[config.mk]
export PLATFORM = sky130hd
export DESIGN_NAME = id_token_scanner
export DESIGN_NICKNAME = d
export VERILOG_FILES = /design/src/rtl/id_token_scanner.sv
export SDC_FILE = /design/constraint.sdc
export NUM_CORES = 1
export LEC_CHECK = 0
export ABC_AREA = 1
export CAP_MARGIN = 20
export CELL_PAD_IN_SITES_DETAIL_PLACEMENT = 1
export CELL_PAD_IN_SITES_GLOBAL_PLACEMENT = 2
export CORE_MARGIN = 5
export CORE_UTILIZATION = 32
export CTS_CLUSTER_DIAMETER = 120
export DETAILED_ROUTE_END_ITERATION = 8
export PLACE_DENSITY_LB_ADDON = 0.05
export SYNTH_ARGS = -nofsm -noshare
export SYNTH_HDL_FRONTEND = slang
export SYNTH_SLANG_ARGS = --single-unit
export TNS_END_PERCENT = 10
[constraint.sdc]
create_clock -name clk -period 3.1 [get_ports clk]
set_input_delay 0.465 -clock clk [delete_from_list [all_inputs] [get_ports clk]]
set_output_delay 0.465 -clock clk [all_outputs]
set_load 0.03 [all_outputs]
[src/rtl/id_token_scanner.sv]
// rtl/id_token_scanner.sv - per-char letter-led identifier digit flagging with token
// delimiting, length/validity reporting and a saturating valid-token count.
module id_token_scanner #(
  parameter int LEN_W            = 4,
  parameter int CNT_W            = 8,
  parameter int MIN_DIGITS       = 1,
  parameter bit ALLOW_UNDERSCORE = 1'b1,
  parameter bit STRICT           = 1'b0
) (
  input  logic             clk,
  input  logic             rst_n,
  input  logic             in_valid,
  input  logic [7:0]       char,
  input  logic             flush,
  output logic             out_valid,
  output logic             match,
  output logic             tok_done,
  output logic             tok_ok,
  output logic [LEN_W-1:0] tok_len,
  output logic [CNT_W-1:0] tok_cnt
);

  localparam logic [LEN_W-1:0] LMAX  = '1;
  localparam logic [CNT_W-1:0] CMAX  = '1;
  localparam logic [LEN_W-1:0] MIN_D = LEN_W'(MIN_DIGITS);
  localparam logic [LEN_W-1:0] ONE   = LEN_W'(1);

  typedef enum logic [2:0] {
    IDLE,
    ALPHA,
    DIGIT,
    REJ,
    OVF
  } state_t;

  state_t           state;
  logic [LEN_W-1:0] len;
  logic [LEN_W-1:0] dig;
  logic             is_l;
  logic             is_d;
  logic             ok_now;

  always_comb begin
    is_d   = (char >= 8'h30) && (char <= 8'h39);
    is_l   = ((char >= 8'h41) && (char <= 8'h5A)) ||
             ((char >= 8'h61) && (char <= 8'h7A)) ||
             (ALLOW_UNDERSCORE && (char == 8'h5F));
    ok_now = (state == DIGIT) && (dig >= MIN_D);
  end

  always_ff @(posedge clk or negedge rst_n) begin
    if (!rst_n) begin
      state     <= IDLE;
      len       <= '0;
      dig       <= '0;
      out_valid <= 1'b0;
      match     <= 1'b0;
      tok_done  <= 1'b0;
      tok_ok    <= 1'b0;
      tok_len   <= '0;
      tok_cnt   <= '0;
    end else begin
      out_valid <= 1'b0;
      match     <= 1'b0;
      tok_done  <= 1'b0;
      if (flush) begin
        state <= IDLE;
        len   <= '0;
        dig   <= '0;
      end else if (in_valid) begin
        out_valid <= 1'b1;
        unique case (state)
          IDLE: begin
            if (is_l) begin
              state <= ALPHA;
              len   <= ONE;
              dig   <= '0;
            end else if (is_d && STRICT) begin
              state <= REJ;
              len   <= ONE;
              dig   <= '0;
            end
          end
          ALPHA, DIGIT: begin
            if (is_l || is_d) begin
              // A char beyond LMAX poisons the token; len stays pinned at LMAX.
              if (len == LMAX) begin
                state <= OVF;
              end else begin
                len <= len + 1'b1;
                if (is_l) begin
                  state <= ALPHA;
                  dig   <= '0;
                end else begin
                  state <= DIGIT;
                  match <= 1'b1;
                  if (dig != LMAX) dig <= dig + 1'b1;
                end
              end
            end else begin
              tok_done <= 1'b1;
              tok_ok   <= ok_now;
              tok_len  <= len;
              state    <= IDLE;
              len      <= '0;
              dig      <= '0;
              if (ok_now && (tok_cnt != CMAX)) tok_cnt <= tok_cnt + 1'b1;
            end
          end
          REJ: begin
            if (is_l || is_d) begin
              if (len == LMAX) state <= OVF;
              else len <= len + 1'b1;
            end else begin
              tok_done <= 1'b1;
              tok_ok   <= 1'b0;
              tok_len  <= len;
              state    <= IDLE;
              len      <= '0;
              dig      <= '0;
            end
          end
          OVF: begin
            if (!(is_l || is_d)) begin
              tok_done <= 1'b1;
              tok_ok   <= 1'b0;
              tok_len  <= LMAX;
              state    <= IDLE;
              len      <= '0;
              dig      <= '0;
            end
          end
          default: begin
            state <= IDLE;
            len   <= '0;
            dig   <= '0;
          end
        endcase
      end
    end
  end

endmodule

### Word-level counts from Yosys, hierarchy flattened

Cells that the tools add are included.

* RAM bits: 0
* latch bits: 0
* input port bits: 12
* bits in registers: 27
* memory bits (read-only): 0
* memories: 0
* output and inout port bits: 16
* word-level logic and storage cells: 105

* muxes and demuxes: 43
* bitwise operators: 2
* eq/ne operators: 19
* multiply operators: 0
* reductions and logical operators: 22
* shift operators: 0
* divide/modulo/power cells: 0
* add/subtract/negate cells: 3
* $lt $le $gt $ge: 7

Operators by type and width (number)
* $mux 4: 15
* $mux 3: 8
* $pmux 4 s3: 2
* $reduce_and 5->1: 4
* $ge 8x7->1 const B: 2
* $le 8x7->1 const B: 2
* $ne 4x4->1 const B: 4
* $mux 1: 14
* $pmux 3 s4: 1
* $ne 3x3->1 const B: 3
* $add 4x1->4 const B: 2
* $add 8x1->8 const B: 1
* $eq 8x7->1 const B: 1
* $ge 8x6->1 const B: 1
* $le 8x6->1 const B: 1
* $ne 2x2->1 const B: 4
* $ne 8x8->1 const B: 1
* $pmux 4 s2: 1
* $reduce_and 4->1: 2
* $eq 3x2->1 const B: 2
* $reduce_bool 2->1: 3
* $logic_and 1x1->1: 5
* $ne 5x5->1 const B: 1
* $eq 4x4->1 const B: 1
* 11 further kinds: 15

### Depth between registers and ports, before layout

* depth after elaboration: 10
* gate-level depth with buffers: 13
* depth with buffers taken out: 13

### Worst setup path before layout

No wires, ideal clock.

* path kind: register to register
* from: reg tok_cnt[0]
* to: reg tok_cnt[3]
* path buffers: 0
* cell stages (with the launch flop): 8
* required time: 2.962 ns
* arrival: 1.516 ns
* period minus slack after synthesis: 1.654 ns
* setup time: 0.138 ns
* slack: 1.446 ns
* cells stage by stage: dfrtp_1 ha_1 nand3_1 nor3_1 a31oi_1 nand4_2 nor2_1 xor2_1

* longest elaborated chain between the ends: 3
* elaborated cells on any way between the ends: 4
* those cells by class: 1 x add/sub; 1 x eq/ne; 2 x reduce/logical

RTL lines
* start, declared: line 20 `output logic [CNT_W-1:0] tok_cnt`
* start signal, assigned: line 107 `if (ok_now && (tok_cnt != CMAX)) tok_cnt <= tok_cnt + 1'b1;`
* branches (longest 3 deep; another with $add 8x1->8)

Parallel ways; which one is timed is not known.
A chain may end at the register's enable or synchronous reset.

### Final worst setup path

* from: in char[2]
* to: reg tok_len[0]

* longest elaborated chain between the ends: 7
* elaborated cells on any way between the ends: 16
* those cells by class: 6 x order compare; 3 x eq/ne; 7 x reduce/logical

RTL lines
* start, declared: line 13 `input logic [7:0] char,`
* $ge 8x7->1 (tied with other cells): line 45 `is_l = ((char >= 8'h41) && (char <= 8'h5A)) ||`
* $logic_and 1x1->1 (on tied branches): line 45, 46
* $logic_or 1x1->1: line 45
* $logic_or 1x1->1: line 46 `((char >= 8'h61) && (char <= 8'h7A)) ||`
* $logic_or 1x1->1 *: line 85, 111, 124
* $ne 2x2->1 (no source line)
* $reduce_and 5->1 (no source line) *
* end signal, assigned: line 103 `tok_len <= len;`
* end signal, assigned: line 117 `tok_len <= len;`
* end, declared: line 19 `output logic [LEN_W-1:0] tok_len,`

Every way passes the cells marked *; elsewhere a longest branch is shown, timed or not.

==> run metrics <==
run status complete, no violations; height of the chip 80.5 um; routability congestion estimate from global placement 0.817; highest ir drop seen on vdd 0.000197 V; number of standard cells after synthesis 199; critical path required time 3300 ps; critical-path cell list clkdlybuf4s50_1, nand2_1, nand2_2, nand3_1, nand2_1, nand2_2, nand2_4, nand2_4, nor3_2, o21ai_0, o21ai_1; total overflow reported by the global router 0; CORE AREA 4790 sq um; Fin Clk Skew 2.62 ps; final non-filler cell total 297; count of pins over their slew limit 0; Ports 28; Worst path top cell family by delay simple AND/OR/NAND/NOR gates; Synth Warn # 0; buffers from clock root to sink, at most 2; post-route cell area 1990 sq um; share of layout cells above drive strength 1 0.113; RSZ-0062 raised after global routing false; number of inserted diodes 0; Worst-Margin Slew 555 ps; TritonCTS clock tree built; worst-skew pair later-pin latency 270 ps; cell leakage power 0.971 nW; setup fix buffers added after clock tree synthesis 0; Critical Path Fanout Max 11; Fmax achieved 0.484 GHz; Clock H-tree levels 1; per-cell routed wire length 12.8 um; WL final 3810 um; initial antenna violation count 0; area of combinational cells with multiple inputs 791 sq um; Final Setup Violations 0; sort of element at the start of the critical path primary input; total of fill cells in the finished design 602; cell area reported after detailed placement 1940 sq um; Setup CP Type in -> reg; vias after detailed routing 1344; share of the cycle needed by the critical path after routing 0.666; headroom to the max-slew limit 0.628; initial cell density of the core 0.332; clock transition at the register clock pins on the worst setup and hold paths after CTS 100 ps; sequential-to-total area share from yosys stat 0.425; Die Area 6480 sq um; post-cts sizing count 0; number of cell rows 25; overall die width 80.5 um; global-route usage over all layers 0.133; average vias per placed instance 4.53; buffer type at the clock tree root sky130_fd_sc_hd__clkbuf_8; post-synthesis instance area 1590 sq um; number of instances in the placed design 293; final hold violation count 0; synthesized netlist net count 216; Routed Antenna Nets 0; maximum number of pins on one net before global-route repair 28; Buffers on Ports 27; via count of the first global-routing pass 1516; number of storage elements in the synthesis netlist 27; aggregate negative setup slack 0 ps; Yosys cell types 27; Iter 0 DRT Violations 44; Buf/Inv on CP 1; biggest cell delay along the critical path 500 ps; Area Overhead vs Synth 25.1%; Max-cap violations 0; hold bufs inserted after CTS 0; Avg Synthesized Cell Area 7.99 sq um; total area of sequential cells 676 sq um; library cell contributing the largest single delay on the critical path sky130_fd_sc_hd__clkdlybuf4s50_1; power density relative to cell area 412 nW/um^2; CP Capture Type flop; NumNets Final 248; CTS Buf Count 3; Arr. time, crit path 2270 ps; placed wire-length estimate after detailed placement 3050 um; global-route wire length before repair 6860 um; TritonCTS sink count 27; slack of the worst reg-to-reg path 1240 ps; class of the tightest hold or removal check reg -> reg; post-route DRC violation count 0; drt first pass iters 4; final critical-path required period 2060 ps
## worst paths after layout
| kind | depth (start not counted) | from | end |
|---|---|---|---|
| setup / recovery | 11 | char[2] | tok_len[0] |
| max in group asynchronous | 2 | rst_n | match |
| min in group asynchronous | 2 | rst_n | len[2] |
| setup reg to reg | 7 | state[0] | tok_len[0] |
| hold / removal | 1 | tok_ok | tok_ok |
| hold reg to reg | 1 | tok_ok | tok_ok |
## where the power goes
| group | internal [mW] | switching, mW | total [mW] |
|---|---|---|---|
| combinational | 0.0840 | 0.133 | 0.217 |
| clock | 0.0921 | 0.113 | 0.205 |
| sequential | 0.379 | 0.0201 | 0.399 |
| total | 0.555 | 0.265 | 0.820 |
## registers in the layout (all words and copies together) (netlist names)
| register | flops |
|---|---|
| tok_cnt | 8 |
| state | 3 |
| match | 1 |
| tok_ok | 1 |
| len | 4 |
| out_valid | 1 |
| dig | 4 |
| tok_len | 4 |
| tok_done | 1 |
## cells in the final DEF (no fill, tap or decap), types with 2 or more instances in the layout
cell type,synthesis,layout
sky130_fd_sc_hd__nor2_2,4,4
sky130_fd_sc_hd__xor2_1,8,8
sky130_fd_sc_hd__clkbuf_8,0,3
sky130_fd_sc_hd__inv_1,28,28
sky130_fd_sc_hd__clkdlybuf4s50_1,0,27
sky130_fd_sc_hd__nor2_4,2,2
sky130_fd_sc_hd__nor2_1,24,24
sky130_fd_sc_hd__ha_1,5,5
sky130_fd_sc_hd__nand4_1,3,3
sky130_fd_sc_hd__o21ai_1,6,6
sky130_fd_sc_hd__dfrtp_1,27,27
sky130_fd_sc_hd__o21ai_0,7,7
sky130_fd_sc_hd__nand3_1,17,17
sky130_fd_sc_hd__xnor2_1,3,3
sky130_fd_sc_hd__nand4_2,2,2
sky130_fd_sc_hd__a21oi_1,3,3
sky130_fd_sc_hd__nand2_2,4,4
sky130_fd_sc_hd__nand2_1,41,41
sky130_fd_sc_hd__inv_2,3,3
sky130_fd_sc_hd__nand2_4,3,3
## routing by layer
metal	part of all wire	global-route usage
met5	0	0
met4	0.0055	0.0253
met3	0.032	0.0213
met2	0.47	0.230
met1	0.49	0.176
## cells by family after synthesis
kind of cell / Yosys count / synth area share
buffers and inverters: 32 / 0.0779
adders and majority gates: 5 / 0.0393
xor gates and xnor gates: 11 / 0.0606
and+or+nand+nor: 105 / 0.333
AOI/OAI and AO/OA: 19 / 0.0645
DFF: 27 / 0.425
## worst register-to-register path: stages (launching register included)
cell and delay (ps):
sky130_fd_sc_hd__dfrtp_1 460, sky130_fd_sc_hd__nor2_1 160, sky130_fd_sc_hd__inv_2 80, sky130_fd_sc_hd__nor2_2 210
sky130_fd_sc_hd__nor2_1 100, sky130_fd_sc_hd__nor3_2 500, sky130_fd_sc_hd__o21ai_0 180, sky130_fd_sc_hd__o21ai_1 110
## layout make-up
cell class | instances | share of cell area
repair buffers | 28 | 0.140
well taps | 67 | 0.0421
clock buffers | 4 | 0.0226
flip-flops and latches | 27 | 0.340
inverters | 31 | 0.0585
multi-input cells | 140 | 0.397
## metrics by stage
stage               worst slack [ps]  power [mW]  utilization  hold WS [ps]
floorplan                       1450       0.535            -           169
global placement                 810       0.621        0.406           486
detailed placement               731       0.627        0.406           484
CTS                             1020       0.835        0.416           507
global route                     791       0.875        0.416           543
finish                          1040       0.820        0.416           502
## synth_stat cells, drive strengths merged
master / count / share of area
a21oi: 4 / 0.015
a31oi: 1 / 0.0039
buf: 1 / 0.0047
dfrtp: 27 / 0.42
ha: 5 / 0.039
inv: 31 / 0.073
nand2: 48 / 0.13
nand3: 17 / 0.054
nand4: 5 / 0.028
nor2: 30 / 0.087
nor3: 3 / 0.020
nor3b: 1 / 0.0079
o21a: 1 / 0.0047
o21ai: 13 / 0.041
or2: 1 / 0.0039
xnor2: 3 / 0.017
xor2: 8 / 0.044
No activity file was read; power rests on OpenSTA's default activity.
